**config.mk**
```make
export PLATFORM = sky130hd
export DESIGN_NAME = rr_hold_ctrl_scan
export DESIGN_NICKNAME = d
export VERILOG_FILES = /design/src/rtl/rr_hold_ctrl_scan.sv
export SDC_FILE = /design/constraint.sdc
export NUM_CORES = 1
export LEC_CHECK = 0
export BUFFER_PORTS_ARGS = -buffer_cell sky130_fd_sc_hd__buf_2
export CORE_MARGIN = 1.5
export CORE_UTILIZATION = 52
export CTS_CLUSTER_SIZE = 8
export DETAILED_ROUTE_END_ITERATION = 12
export GPL_TIMING_DRIVEN = 0
export PLACE_DENSITY = 0.77
export SLEW_MARGIN = 40
export SYNTH_ARGS = -nofsm -noshare
export SYNTH_HDL_FRONTEND = slang
export SYNTH_SLANG_ARGS = --single-unit
```
**constraint.sdc**
```tcl
create_clock -name CK -period 2 [get_ports CK]
set_input_delay 0.5 -clock CK [delete_from_list [all_inputs] [get_ports CK]]
set_output_delay 0.5 -clock CK [all_outputs]
set_load 0.03 [all_outputs]
```
**src/rtl/rr_hold_ctrl_scan.sv**
```systemverilog
// Round-robin grant sequencer over NCH channels with a per-grant hold timeout and a full scan chain.
// Latency: request in IDLE -> grant on the next CK edge; outputs decode straight from flops.
// Backpressure: none; a grant is held while its request stays high, up to MAX_HOLD cycles.
module rr_hold_ctrl_scan #(
    parameter int NCH      = 4,
    parameter int HOLD_W   = 4,
    parameter int MAX_HOLD = 8
) (
    input  logic           CK,
    input  logic           RN,
    input  logic           SE,
    input  logic           SI,
    output logic           SO,
    input  logic [NCH-1:0] REQ,
    output logic [NCH-1:0] GNT,
    output logic           BUSY,
    output logic           ERR
);
    localparam int PTR_W = $clog2(NCH);
    localparam int NPAD  = 1 << PTR_W;
    localparam int L     = 2 + PTR_W + HOLD_W;

    typedef enum logic [1:0] {
        ST_IDLE  = 2'b00,
        ST_GRANT = 2'b01,
        ST_REL   = 2'b10,
        ST_ERR   = 2'b11
    } st_e;

    st_e               st_q;
    logic [PTR_W-1:0]  ptr_q;
    logic [HOLD_W-1:0] cnt_q;

    logic [NPAD-1:0]   req_pad;
    logic [PTR_W-1:0]  arb_ptr_d;
    logic [PTR_W-1:0]  idx;
    int                start_i;
    logic [L-1:0]      chain_d;

    // Padding REQ to 2**PTR_W makes an out-of-range loaded ptr read as "no request".
    always_comb begin
        req_pad          = '0;
        req_pad[NCH-1:0] = REQ;
        start_i          = (int'(ptr_q) >= NCH - 1) ? 0 : int'(ptr_q) + 1;
        arb_ptr_d        = ptr_q;
        idx              = '0;
        for (int k = NCH - 1; k >= 0; k--) begin
            idx = PTR_W'((start_i + k) % NCH);
            if (req_pad[idx]) begin
                arb_ptr_d = idx;
            end
        end
    end

    // Chain order SI -> st[0] -> st[1] -> ptr[0..] -> cnt[0..] -> SO.
    assign chain_d = {cnt_q[HOLD_W-2:0], ptr_q, st_q, SI};

    always_ff @(posedge CK or negedge RN) begin
        if (!RN) begin
            st_q  <= ST_IDLE;
            ptr_q <= PTR_W'(NCH - 1);
            cnt_q <= '0;
        end else if (SE) begin
            st_q  <= st_e'(chain_d[1:0]);
            ptr_q <= chain_d[2 +: PTR_W];
            cnt_q <= chain_d[2 + PTR_W +: HOLD_W];
        end else begin
            case (st_q)
                ST_IDLE: begin
                    if (|REQ) begin
                        st_q  <= ST_GRANT;
                        ptr_q <= arb_ptr_d;
                        cnt_q <= '0;
                    end
                end
                ST_GRANT: begin
                    if (!req_pad[ptr_q]) begin
                        st_q <= ST_REL;
                    end else if (cnt_q >= HOLD_W'(MAX_HOLD - 1)) begin
                        st_q <= ST_ERR;
                    end else begin
                        cnt_q <= cnt_q + 1'b1;
                    end
                end
                ST_REL: begin
                    st_q  <= ST_IDLE;
                    cnt_q <= '0;
                end
                ST_ERR: begin
                    if (!(|REQ)) begin
                        st_q  <= ST_IDLE;
                        cnt_q <= '0;
                    end
                end
            endcase
        end
    end

    always_comb begin
        GNT = '0;
        for (int i = 0; i < NCH; i++) begin
            GNT[i] = (st_q == ST_GRANT) && (ptr_q == PTR_W'(i));
        end
    end

    assign BUSY = (st_q != ST_IDLE);
    assign ERR  = (st_q == ST_ERR);
    assign SO   = cnt_q[HOLD_W-1];

endmodule

```
==> results_dict.tcl, run 1 <==
set metrics [dict create \
    finalSetupViolCount 0 \
    htree_levels 1 \
    fin_crit_sh 0.968 \
    fin_crit_ps 1940 \
    instances_no_fill 112 \
    start_util 0.594 \
    worstMarginPinSlew_ps 331 \
    routed_wl_um 1450 \
    grt_pass1_vias 597 \
    max_freq_ghz 0.517 \
    ys_ff_latch 8 \
    rsz0062_at_grt "false" \
    antenna_found_initial 0 \
    max_stage_delay_ps 600 \
    path_depth 4 \
    highest_layer "met4" \
    synth_edf_count 0 \
    synthAdderAreaFrac 0.0899 \
    mostFrequentLayoutCell "buf_2" \
    crit_slowest_cell "dfstp_2" \
    synth_top_family_by_area "compound AO/OA/AOI/OAI gates" \
    core_area_mm2 0.00117 \
    io_pins 15 \
    placed_cells 107 \
    syn2layout_area_growth_pct 17.8 \
    die-width_um 39.6 \
    diodes 0 \
    maxSlewViolCount 0 \
    synthXorXnorAreaFrac 0 \
    drtIter0Drc 11 \
    dieHeight_um 39.6 \
    num_vias 660 \
    via_per_inst 5.89 \
    max_cap_violations 0 \
    seq_area_frac_synth 0.291 \
    port_buffers 14 \
    fin_nets 112 \
    crit_chain "inv_1 > ha_1 > and2_1 > buf_2" \
    worstPathArrival_ps 1440 \
    gr-total-overflow 0 \
    tns_ps 0 \
    final_cell_area_um2 820 \
    crit_path_max_fanout 8 \
    cts.path.max_buffers 2 \
    reg2regPathDepth 5 \
    drive_above_1_share 0.296 \
    max-slew-margin-rel 0.778 \
    row_count 12 \
    tritoncts "done" \
    crit_path_end_kind "output pin" \
    start_kind "flip-flop" \
    yosys_warnings 0 \
    hold_violations 0 \
    clock-root-buffer "clkbuf_4" \
    drcViolationCount 0 \
    ys_async_sr_fraction 1.00 \
    synthesis.nets 92 \
    status "finished, final reports clean" \
    dr_wl_met3_um 56 \
    postLayoutSetupSlackWorst_ps 64.6 \
    cp.buffers_inverters 2 \
    layout.cells.most_common_list "buf_2 (15), inv_1 (9), o21ai_0 (8)" \
    clock_sinks 8 \
    crit_family "flip-flops" \
    drt_pass1_iterations 4 \
    die_area_mm2 0.00157 \
    dpl-instance-area_um2 783 \
    clk_latency_ps 260 \
    grt_pass1_wl_um 2500 \
    syn_area_um2 696 \
    wl_met1_um 752 \
    syn_inst 79 \
    syn_avg_cell_area_um2 8.81 \
    grt_max_degree 11 \
    synth-simple-area-share 0.214 \
    grt_usage 0.243 \
    place_ws_ps 48.1 \
    synth_compound_area_frac 0.273 \
    clk_pin_slew_ps 60 \
    ant_nets 0 \
    ir_drop_mv 0.735 \
    met2_length_um 623 \
    synthDistinctLibCells 33 \
    min_path_type "input pin to asynchronous set/reset pin" \
    crit_type "flip-flop to output pin" \
    worstPathRequired_ps 1500 \
    wl_per_cell_um 13.0 \
    skew_ps 5.88 \
    ys.flop_type "dfrtp_1" \
    p_leak_nw 0.385 \
    cts_buffers 3 \
    power_density_mw_per_mm2 1510 \
    dp.final_hpwl_um 1110 \
    synth_mux_area_frac 0.0755 \
    gp_congestion 0.749 \
]
==> layer usage <==
metal / up-vias / global-route usage
li1: 330 / -
met1: 309 / 0.333
met2: 19 / 0.357
met3: 2 / 0.0682
met4: 0 / 0.0862
met5: - / 0
==> worst paths after layout <==
| kind | to | startpoint | slack (ps) |
|---|---|---|---|
| setup / recovery | GNT[2] | ptr_q[0] | 60 |
| hold / removal | cnt_q[2] | RN | 70 |
| setup reg to reg | cnt_q[1] | ptr_q[0] | 110 |
| hold reg to reg | cnt_q[3] | cnt_q[3] | 530 |
| max in group asynchronous | ptr_q[0] | RN | 1680 |
| min in group CK | cnt_q[3] | cnt_q[3] | 530 |
==> worst register-to-register path: cells and delay by family, from the launching register on <==
kind                   cells  cell delay (ps)
AO/OA/AOI/OAI              1              100
AND/OR/NAND/NOR            1              130
buffers and inverters      1              140
multiplexers               2              810
flip-flops                 1              600
==> final cells by class <==
| cell class | instances | area [um2] |
|---|---|---|
| Timing Repair Buffer | 15 | 77.6 |
| Multi-Input combinational cell | 61 | 457 |
| Sequential cell | 8 | 203 |
| Buffer | 1 | 5.00 |
| Clock buffer | 4 | 26.3 |
| Inverter | 9 | 33.8 |
| Tap cell | 14 | 17.5 |
| Fill cell | 100 | 352 |
==> cells by family (layout without fill, tap and decap cells) <==
group,after synthesis,count (layout)
AO/OA/AOI/OAI,27,27
adder cells (fa/ha/maj),5,5
buffers and inverters,10,29
flip-flops,8,8
multiplexers,3,3
AND/OR/NAND/NOR,26,26
==> flip-flops by register name, indices dropped and copies added (netlist names) <==
register and count:
cnt_q 4, ptr_q 2, st_q 2
==> synth_stat cells, types with 4 or more instances <==
cell type	number	area, um2
ha_1	5	62.6
and2_1	4	25.0
nand2_1	5	18.8
dfrtp_1	6	150
inv_1	9	33.8
a21oi_1	4	20.0
nor2_1	6	22.5
o21ai_0	8	40.0
==> timing repair <==
| action | CTS | global route |
|---|---|---|
| gates resized for setup | 1 | 1 |
| hold buffers | 0 | 0 |
| setup endpoints to repair | 3 | 4 |
| gates cloned | 0 | 0 |
| buffers inserted | 0 | 1 |
==> power breakdown <==
group	switching (mW)	internal, mW	total (mW)
Sequential	0.0997	0.253	0.353
Clock	0.0591	0.0766	0.136
Combinational	0.443	0.309	0.753
==> stage by stage <==
stage           util  hold slack, ps  power [mW]
2_1_floorplan      -             204       0.904
3_3_place_gp   0.669             349        1.06
3_5_place_dp   0.669             353        1.08
4_1_cts        0.693            68.6        1.23
5_1_grt        0.700            74.6        1.36
6_report       0.700            74.3        1.24
Note: power is estimated with default switching activity, not from simulation.
==> run 2: changes to the inputs <==
CORE_UTILIZATION = 45   (was 52)
PLACE_DENSITY = 0.68   (was 0.77)
==> results_dict.tcl, run 2 (synthesis results as in run 1) <==
set metrics [dict create \
    status "finished, final reports clean" \
    port_buffers 14 \
    die_area_mm2 0.00179 \
    max_stage_delay_ps 590 \
    wl_per_cell_um 13.9 \
    p_leak_nw 0.394 \
    layout.cells.most_common_list "buf_2 (15), inv_1 (9), o21ai_0 (8)" \
    largest-register "cnt_q" \
    fin_crit_ps 1920 \
    num_vias 662 \
    tritoncts "done" \
    crit_type "flip-flop to output pin" \
    crit_path_end_kind "output pin" \
    core_area_mm2 0.00147 \
    gr-total-overflow 0 \
    drtIter0Drc 21 \
    rsz0062_at_grt "false" \
    row_count 14 \
    r2r_start "ptr_q[0]" \
    finalSetupViolCount 0 \
    diodes 0 \
    start_kind "flip-flop" \
    dr_wl_met3_um 63 \
    finalHoldWorstSlack_ps 71.2 \
    met2_length_um 790 \
    clock_sinks 8 \
    skew_ps 1.03 \
    cts_buffers 3 \
    gp_congestion 0.820 \
    final_util 0.569 \
    clk_pin_slew_ps 60 \
    hold_violations 0 \
    cts.path.max_buffers 2 \
    dp.final_hpwl_um 1180 \
    grt_pass1_wl_um 2550 \
    io_pins 15 \
    total_power_mw 1.28 \
    via_per_inst 5.76 \
    drt_pass1_iterations 4 \
    fin_nets 113 \
    crit_slowest_cell "dfstp_2" \
    dpl-instance-area_um2 786 \
    ir_drop_mv 0.671 \
    highest_layer "met4" \
    drcViolationCount 0 \
    grt_max_degree 11 \
    largest_reg_flops 4 \
    largest_registers "cnt_q (4), ptr_q (2), st_q (2)" \
    max-slew-margin-rel 0.797 \
    max_freq_ghz 0.521 \
    die-width_um 42.3 \
    min_path_type "input pin to asynchronous set/reset pin" \
    tns_ps 0 \
    place_ws_ps 63.7 \
    syn2layout_area_growth_pct 20.3 \
    max_cap_violations 0 \
    worstPathArrival_ps 1420 \
    crit_path_max_fanout 6 \
    cts_hold_buf 0 \
    crit_chain "inv_1 > ha_1 > and2_1 > buf_2" \
    startpoint "ptr_q[0]" \
    placed_cells 109 \
    worstPathRequired_ps 1500 \
    start_util 0.473 \
    mostFrequentLayoutCell "buf_2" \
    maxSlewViolCount 0 \
    grt_usage 0.187 \
    drive_above_1_share 0.313 \
    htree_levels 1 \
    dieHeight_um 42.3 \
    wl_met1_um 704 \
    routed_wl_um 1600 \
    power_density_mw_per_mm2 1530 \
    final_cell_area_um2 837 \
    grt_pass1_vias 596 \
    instances_no_fill 115 \
    postLayoutSetupSlackWorst_ps 80.8 \
    antenna_found_initial 0 \
    clock-root-buffer "clkbuf_4" \
    clk_latency_ps 260 \
    ant_nets 0 \
    fin_crit_sh 0.960 \
    worstMarginPinSlew_ps 301 \
]
## run 2: cell count changes in the layout (fill, tap and decap cells not counted)
cell      delta
buf_4        +1
o311ai_0     +1
o41ai_2      +1
o41ai_1      -1
o311ai_1     -1
## run 2: path summary, 6_finish.rpt
kind                             to  slack, ps  cells after the start
setup / recovery             GNT[0]         80                      4
hold / removal             cnt_q[1]         70                      1
setup reg to reg           cnt_q[1]        100                      5
hold reg to reg            cnt_q[3]        540                      1
max in group asynchronous  ptr_q[1]       1690                      1
min in group CK            ptr_q[1]        510                      3
## run 2: timing repair
| item | 4_1_cts | 5_1_grt |
|---|---|---|
| buffers inserted | 0 | 2 |
| endpoints found under the hold margin | 0 | 0 |
| resized for setup | 1 | 1 |
| cloned | 0 | 0 |
| endpoints found under the setup margin | 4 | 3 |
## run 2: routing by layer
metal,up-vias,track usage
met5,-,0
met2,17,0.292
li1,331,-
met1,310,0.243
met4,0,0.113
met3,4,0.0259
## run 2: cell type report
cell class / count / area [um2]
inverter: 9 / 33.8
buffer: 1 / 5.00
fill: 152 / 634
tap: 16 / 20.0
sequential: 8 / 203
multi-input combinational: 61 / 464
clock buffer: 4 / 26.3
timing repair buffer: 16 / 85.1
## run 2: critical path: cells and delay by family, from the launching register on
| family | cells | cell delay (ps) |
|---|---|---|
| flip-flops | 1 | 590 |
| buffers and inverters | 2 | 260 |
| AND/OR/NAND/NOR | 1 | 120 |
| adder cells (fa/ha/maj) | 1 | 190 |
## run 2: report_power, final
part	switching [mW]	total (mW)	internal (mW)
combinational	0.463	0.789	0.326
clock	0.0611	0.138	0.0767
sequential	0.102	0.354	0.253
total	0.626	1.28	0.655
